==> config.mk <==
export PLATFORM = sky130hd
export DESIGN_NAME = bp_fe_queue_replay_fifo
export DESIGN_NICKNAME = d
export VERILOG_FILES = /design/src/rtl/bp_fe_queue_replay_fifo.sv
export SDC_FILE = /design/constraint.sdc
export NUM_CORES = 1
export LEC_CHECK = 0
export ABC_AREA = 1
export CORE_ASPECT_RATIO = 1.5
export CORE_MARGIN = 2
export CORE_UTILIZATION = 47
export DETAILED_ROUTE_END_ITERATION = 12
export PLACE_DENSITY_LB_ADDON = 0.12
export SLEW_MARGIN = 20
export SYNTH_ARGS = -nofsm -noshare
export SYNTH_HDL_FRONTEND = slang
export SYNTH_SLANG_ARGS = --single-unit
==> constraint.sdc <==
create_clock -name clk_i -period 1.9 [get_ports clk_i]
set_input_delay 0.475 -clock clk_i [delete_from_list [all_inputs] [get_ports clk_i]]
set_output_delay 0.475 -clock clk_i [all_outputs]
set_load 0.01 [all_outputs]
==> src/rtl/bp_fe_queue_replay_fifo.sv <==
// Replayable FIFO between the FE fetch stage and the BE issue stage.
// Three pointers (write, speculative read, commit) let the BE read ahead,
// retire in order (deq), rewind to the oldest unretired entry (roll) or
// flush everything (clr). Priority per cycle: clr > roll > {yumi, deq, enq}.
// Optional feature: define BP_FE_QUEUE_REPLAY_BYPASS_EN to forward data_i to
// data_o in the same cycle when the queue holds no unread entry.
module bp_fe_queue_replay_fifo #(
   parameter int unsigned width_p = 1,
   parameter int unsigned els_p   = 8
) (
   input  logic                     clk_i,
   input  logic                     reset_i,

   input  logic                     clr_v_i,
   input  logic                     deq_v_i,
   input  logic                     roll_v_i,

   input  logic [width_p-1:0]       data_i,
   input  logic                     v_i,
   output logic                     ready_o,

   output logic [width_p-1:0]       data_o,
   output logic                     v_o,
   input  logic                     yumi_i,

   output logic [$clog2(els_p):0]   unretired_cnt_o
);

   localparam int unsigned addr_width_lp = $clog2(els_p);
   localparam int unsigned ptr_width_lp  = addr_width_lp + 1;

   typedef logic [ptr_width_lp-1:0] ptr_t;

   logic [width_p-1:0] mem_q [els_p];

   ptr_t wptr_q, wptr_d;
   ptr_t rptr_q, rptr_d;
   ptr_t cptr_q, cptr_d;

   logic full;
   logic enq_v;
   logic deq_ok;
   logic unread_v;

   logic [addr_width_lp-1:0] waddr;
   logic [addr_width_lp-1:0] raddr;

   assign waddr = wptr_q[addr_width_lp-1:0];
   assign raddr = rptr_q[addr_width_lp-1:0];

   // Full is judged against the commit pointer: unretired entries still own
   // their slots because a roll may replay them.
   assign full = (wptr_q[addr_width_lp-1:0] == cptr_q[addr_width_lp-1:0])
               & (wptr_q[addr_width_lp] != cptr_q[addr_width_lp]);

   assign ready_o  = ~full;
   assign unread_v = (rptr_q != wptr_q);

   // A clr drops any same-cycle write.
   assign enq_v  = v_i & ready_o & ~clr_v_i;

   // Retiring is only legal for entries that have already been read.
   assign deq_ok = deq_v_i & (cptr_q != rptr_q);

   assign unretired_cnt_o = wptr_q - cptr_q;

`ifdef BP_FE_QUEUE_REPLAY_BYPASS_EN
   logic bypass_v;

   // Nothing unread: present the incoming packet directly this cycle.
   assign bypass_v = (rptr_q == wptr_q) & v_i & ~clr_v_i;

   assign v_o    = unread_v | bypass_v;
   assign data_o = bypass_v ? data_i : mem_q[raddr];
`else
   assign v_o    = unread_v;
   assign data_o = mem_q[raddr];
`endif

   // Next-state pointers, resolving clr > roll > {yumi, deq, enq}.
   always_comb begin
      wptr_d = wptr_q;
      rptr_d = rptr_q;
      cptr_d = cptr_q;
      if (clr_v_i) begin
         wptr_d = wptr_q;
         rptr_d = wptr_q;
         cptr_d = wptr_q;
      end else begin
         wptr_d = wptr_q + ptr_t'(enq_v);
         cptr_d = cptr_q + ptr_t'(deq_ok);
         if (roll_v_i) begin
            // Rewind lands on the post-deq commit point; yumi is ignored.
            rptr_d = cptr_q + ptr_t'(deq_ok);
         end else begin
            rptr_d = rptr_q + ptr_t'(yumi_i);
         end
      end
   end

   // Pointer registers with synchronous reset.
   always_ff @(posedge clk_i) begin
      if (reset_i) begin
         wptr_q <= '0;
         rptr_q <= '0;
         cptr_q <= '0;
      end else begin
         wptr_q <= wptr_d;
         rptr_q <= rptr_d;
         cptr_q <= cptr_d;
      end
   end

   // Payload storage; contents survive reset and clr, only pointers move.
   always_ff @(posedge clk_i) begin
      if (!reset_i && enq_v) begin
         mem_q[waddr] <= data_i;
      end
   end

`ifndef SYNTHESIS
   // Protocol checks on the producer and consumer handshakes.
   always_ff @(posedge clk_i) begin
      if (!reset_i) begin
         assert (!(v_i && !ready_o))
            else $error("bp_fe_queue_replay_fifo: enqueue while not ready");
         assert (!(yumi_i && !v_o))
            else $error("bp_fe_queue_replay_fifo: yumi without valid data");
         assert (!(deq_v_i && !clr_v_i && (cptr_q == rptr_q)))
            else $error("bp_fe_queue_replay_fifo: deq of an unread entry");
      end
   end
`endif

endmodule

# == Word-level counts from Yosys, hierarchy flattened ==
# Memories as Yosys holds them, arrays and structs flattened. A register that Yosys moved wholly into a read port is not among the register bits.
# Cells that the tools add are included.
# word_totals
in_bits,8
register_bits,12
wordCells,26
out_inout_bits,7
ramBits,8
n_memories,1
# memory_table
memory,words,width,read_ports,rd_clocked_by_memory_dff,wr,line_no,rtl
mem_q,8,1,1,1,1,34,logic [width_p-1:0] mem_q [els_p];
# classes
eq_ne,4
n_mux,6
add_sub_neg,4
bitwise_logic,6
reduce_logical,2
# ops
operator,n
4-bit by 1-bit adder with 4-bit output,3
4-bit two-way mux,3
4-bit inequality test,2
1-bit bitwise AND,4
4-bit subtractor,1
3-bit equality test,1
3-bit two-way mux,1
1-bit two-way mux,2
1-bit NOT,2
1-bit logical AND,1
1-bit logical NOT,1
1-bit inequality test,1

# == Longest topological paths before layout ==
# logic_depth
ltp_word,8
ltp_mapped,11
mapped_depth_nobuf,10

# == Worst setup path before layout ==
# No wires, ideal clock.
# synth_timing
path_type,flip-flop to output port
startpoint,reg wptr_q[0]
endpoint,out unretired_cnt_o[2]
n_path_buf,1
arrival_time_ns,1.513
slack_ns,-0.088
required_time_ns,1.425
path_stages_with_launch,6
cell_sequence,dfxtp_1 -> clkbuf_1 -> inv_1 -> ha_1 -> fa_1 -> xnor2_1
# synth_via
elab_chain_len,1
# synth_lines
element,line_no,rtl
from (decl),36,"ptr_t wptr_q, wptr_d;"
from (signal assigned),108,wptr_q <= wptr_d;
4-bit subtractor,65,assign unretired_cnt_o = wptr_q - cptr_q;
to (decl),26,output logic [$clog2(els_p):0] unretired_cnt_o
# No other way between the ends.

# == Worst setup path in the final report ==
# layout_timing
startpoint,reg cptr_q[2]
endpoint,reg wptr_q[3]
# layout_via
elab_chain_len,6
# layout_lines
element,line_no,rtl
from (decl),38,"ptr_t cptr_q, cptr_d;"
from (signal assigned),110,cptr_q <= cptr_d;
3-bit equality test,53,assign full = (wptr_q[addr_width_lp-1:0] == cptr_q[addr_width_lp-1:0])
1-bit bitwise AND,54,& (wptr_q[addr_width_lp] != cptr_q[addr_width_lp]);
1-bit NOT,56,assign ready_o = ~full;
1-bit bitwise AND (2 in series),60,assign enq_v = v_i & ready_o & ~clr_v_i;
4-bit by 1-bit adder with 4-bit output,90,wptr_d = wptr_q + ptr_t'(enq_v);
# No other way between the ends.
# A chain may end at the register's enable or synchronous reset.

==> results.py <==
metrics = {
    "critical_path": {
        "crit_type": "reg -> reg",
        "max_stage_delay_ns": 0.35,
        "critPathCaptureType": "flip-flop",
        "crit_slowest_cell": "dfxtp_2",
        "cpMostUsedCell": "buf_4",
        "crit_chain": "inv_2, ha_4, buf_4, buf_6, nand4_4, buf_6, nand2_1, nor2_1, ha_2, buf_4, buf_4, nand4_1, nor3b_1",
        "worst-r2r-cell-count": 13,
        "cp-start-kind": "flip-flop",
        "crit_buf_inv": 6,
        "worst_ep_arrival_time_ns": 2.23,
        "required_ns": 2.10,
        "crit_family": "buffers and inverters",
        "crit_cells": 13,
        "cp_max_fo": 4,
    },
    "synthesis": {
        "synth_top_family_by_area": "simple AND/OR/NAND/NOR gates",
        "synth.distinct_cells": 22,
        "synth_simple_gate_area_frac": 0.241,
        "yosysSeqAreaShare": 0.384,
        "synth.avg_cell_area_sq_um": 7.96,
        "syn_nets": 175,
        "synthMuxAreaShare": 0,
        "synth-compound-area-share": 0.104,
        "ys.warnings.count": 0,
        "syn_area_sq_um": 1250,
        "synth-adder-area-share": 0.106,
        "syn_inst": 157,
        "ys_ff_latch": 20,
        "synth_xor_area_frac": 0.0841,
    },
    "worst_hold_path": {
        "holdCritPathClass": "reg -> reg",
        "worstHoldPathCells": 4,
    },
    "route": {
        "drt_iter0_drc": 40,
        "vias_per_cell": 5.40,
        "wl_mm": 3.14,
        "postRouteAntennaNets": 0,
        "vias": 1182,
        "first_pass_iters": 4,
        "post_drt_wl_per_cell_microns": 14.3,
        "drcViolationCount": 0,
    },
    "floorplanning": {
        "die-area_sq_um": 3100,
        "core_sq_um": 2480,
        "die_h_microns": 67.2,
        "initial_core_util": 0.505,
        "die_width_microns": 46.1,
        "placementRows": 22,
        "ios": 15,
    },
    "clock_network": {
        "ctsHoldBuffers": 0,
        "cts_tree": "yes",
        "clock-sinks": 20,
        "numCtsBuffers": 3,
        "clk_latency_ns": 0.30,
        "cts_max_path_buffers": 2,
        "clockRootBuffer": "clkbuf_4",
        "clk_pin_slew_ns": 0.11,
        "htree_levels": 1,
    },
    "placement": {
        "hpwl_mm": 2.20,
        "io_buffers": 14,
        "place_congestion": 0.840,
    },
    "timing": {
        "finalCriticalPeriod_ns": 2.03,
        "finalHoldViolCount": 0,
        "max-slew-margin-rel": 0.724,
        "setup_ws_ns": -0.131,
        "tightest_slew_ns": 0.414,
        "setup_tns_ns": -0.562,
        "skew_ns": 0.00551,
        "finalSetupViolations": 6,
        "fmaxAchievable_mhz": 492,
        "slew_violations": 0,
        "rsz0062_at_grt": "yes",
        "final.period_utilization": 1.07,
    },
    "outcome": {
        "violations": "negative setup slack",
        "status": "complete, but fails checks",
    },
    "global_route": {
        "grt_overflow_total": 0,
        "grt_pass1_wl_mm": 4.96,
        "gr-usage-all-layers": 0.224,
        "grt_max_degree": 13,
        "grt_pass1_vias": 1124,
        "antenna_found_initial": 0,
    },
    "layout": {
        "fill_cells": 191,
        "drive_above_1_share": 0.385,
        "antenna-diode-count": 0,
        "final_cell_mix": "buf_4, nand2_1, nor2_1",
        "synthToLayoutAreaGrowth_pct": 43.6,
        "nNetsFinal": 214,
        "layout_commonest_cell": "buf_4",
    },
    "flow_run": {
        "max_cap_viol_count": 0,
    },
    "power": {
        "power.total_mw": 0.857,
        "p_leak_nw": 0.738,
        "ir_worst_vdd_v": 0.000435,
        "powerDensity_nw_per_um2": 477,
    },
}
==> layer usage <==
metal  track usage  share of wire  vias to the layer above
li1              -              -                      594
met3        0.0294          0.050                        8
met4        0.0750          0.028                        0
met5             0              0                        -
met1         0.255           0.36                      533
met2         0.411           0.56                       47
==> logic make-up (layout without fill, tap and decap cells) <==
| logic type | Yosys count | in the layout |
|---|---|---|
| adders and majority gates | 10 | 10 |
| xor gates and xnor gates | 12 | 12 |
| buffers and inverters | 25 | 63 |
| AOI/OAI and AO/OA | 25 | 25 |
| DFF | 20 | 20 |
| and+or+nand+nor | 65 | 65 |
==> worst paths after layout <==
check	slack [ns]	endpoint	start
setup / recovery	-0.13	wptr_q[3]	cptr_q[2]
hold / removal	0.68	rptr_q[3]	rptr_q[3]
setup reg to reg	-0.13	wptr_q[3]	cptr_q[2]
hold reg to reg	0.68	rptr_q[3]	rptr_q[3]
==> state kept, by name, indices dropped and copies added (netlist names) <==
| signal | cells |
|---|---|
| cptr_q | 4 |
| mem_q | 8 |
| rptr_q | 4 |
| wptr_q | 4 |
==> synthesized netlist by cell type <==
master     n  area, sq um
nand2_1   24         90.1
nor2_1    21         78.8
inv_1     16         60.1
a21oi_1   12         60.1
dfxtp_1   12          240
nand3_1   10         50.1
o21ai_0   10         50.1
ha_1       9          113
xnor2_1    9         78.8
edfxtp_1   8          240
buf_2      5         25.0
clkbuf_1   4         15.0
nand4_1    4         25.0
xor2_1     3         26.3
a31oi_1    2         12.5
or2_2      2         12.5
a211oi_1   1         7.51
fa_1       1         20.0
nand3b_4   1         20.0
nand4_2    1         12.5
nor3_1     1         5.00
nor3b_1    1         7.51
==> final cells by class <==
type	instances	area [sq um]	share of cell area
tap	24	30.0	0.0167
clock inverter	1	3.75	0.00209
sequential	20	497	0.277
clock buffer	3	22.5	0.0125
multi-input combinational	112	836	0.466
inverter	16	60.1	0.0334
timing repair buffer	43	347	0.193
==> through the flow <==
stage | utilization | hold WS (ns) | setup WS, ns | instance area, sq um | instances
floorplan | - | 0.526 | 0.0175 | 1260 | 157
global placement | 0.630 | 0.647 | -0.268 | 1560 | 209
global route | 0.725 | 0.717 | -0.212 | 1800 | 219
detailed placement | 0.630 | 0.653 | -0.298 | 1560 | 209
CTS | 0.673 | 0.672 | -0.114 | 1670 | 215
finish | 0.725 | 0.678 | -0.131 | 1800 | 219
==> tightest hold or removal path: stages, from the launching register on <==
cell	delay (ns)
dfxtp_1	0.36
nand2_1	0.08
nand3_1	0.08
nand3_1	0.07
a21oi_1	0.05
==> power breakdown <==
part / switching, mW / internal, mW
registers: 0.00911 / 0.453
logic: 0.0932 / 0.0958
clock network: 0.129 / 0.0764
==> timing repair <==
| action | 4_1_cts | 5_1_grt |
|---|---|---|
| gates resized for setup | 47 | 28 |
| pin swaps | 7 | 19 |
| setup endpoints to repair | 13 | 12 |
| setup buffers | 2 | 4 |
No activity file was read; power rests on OpenSTA's default activity.
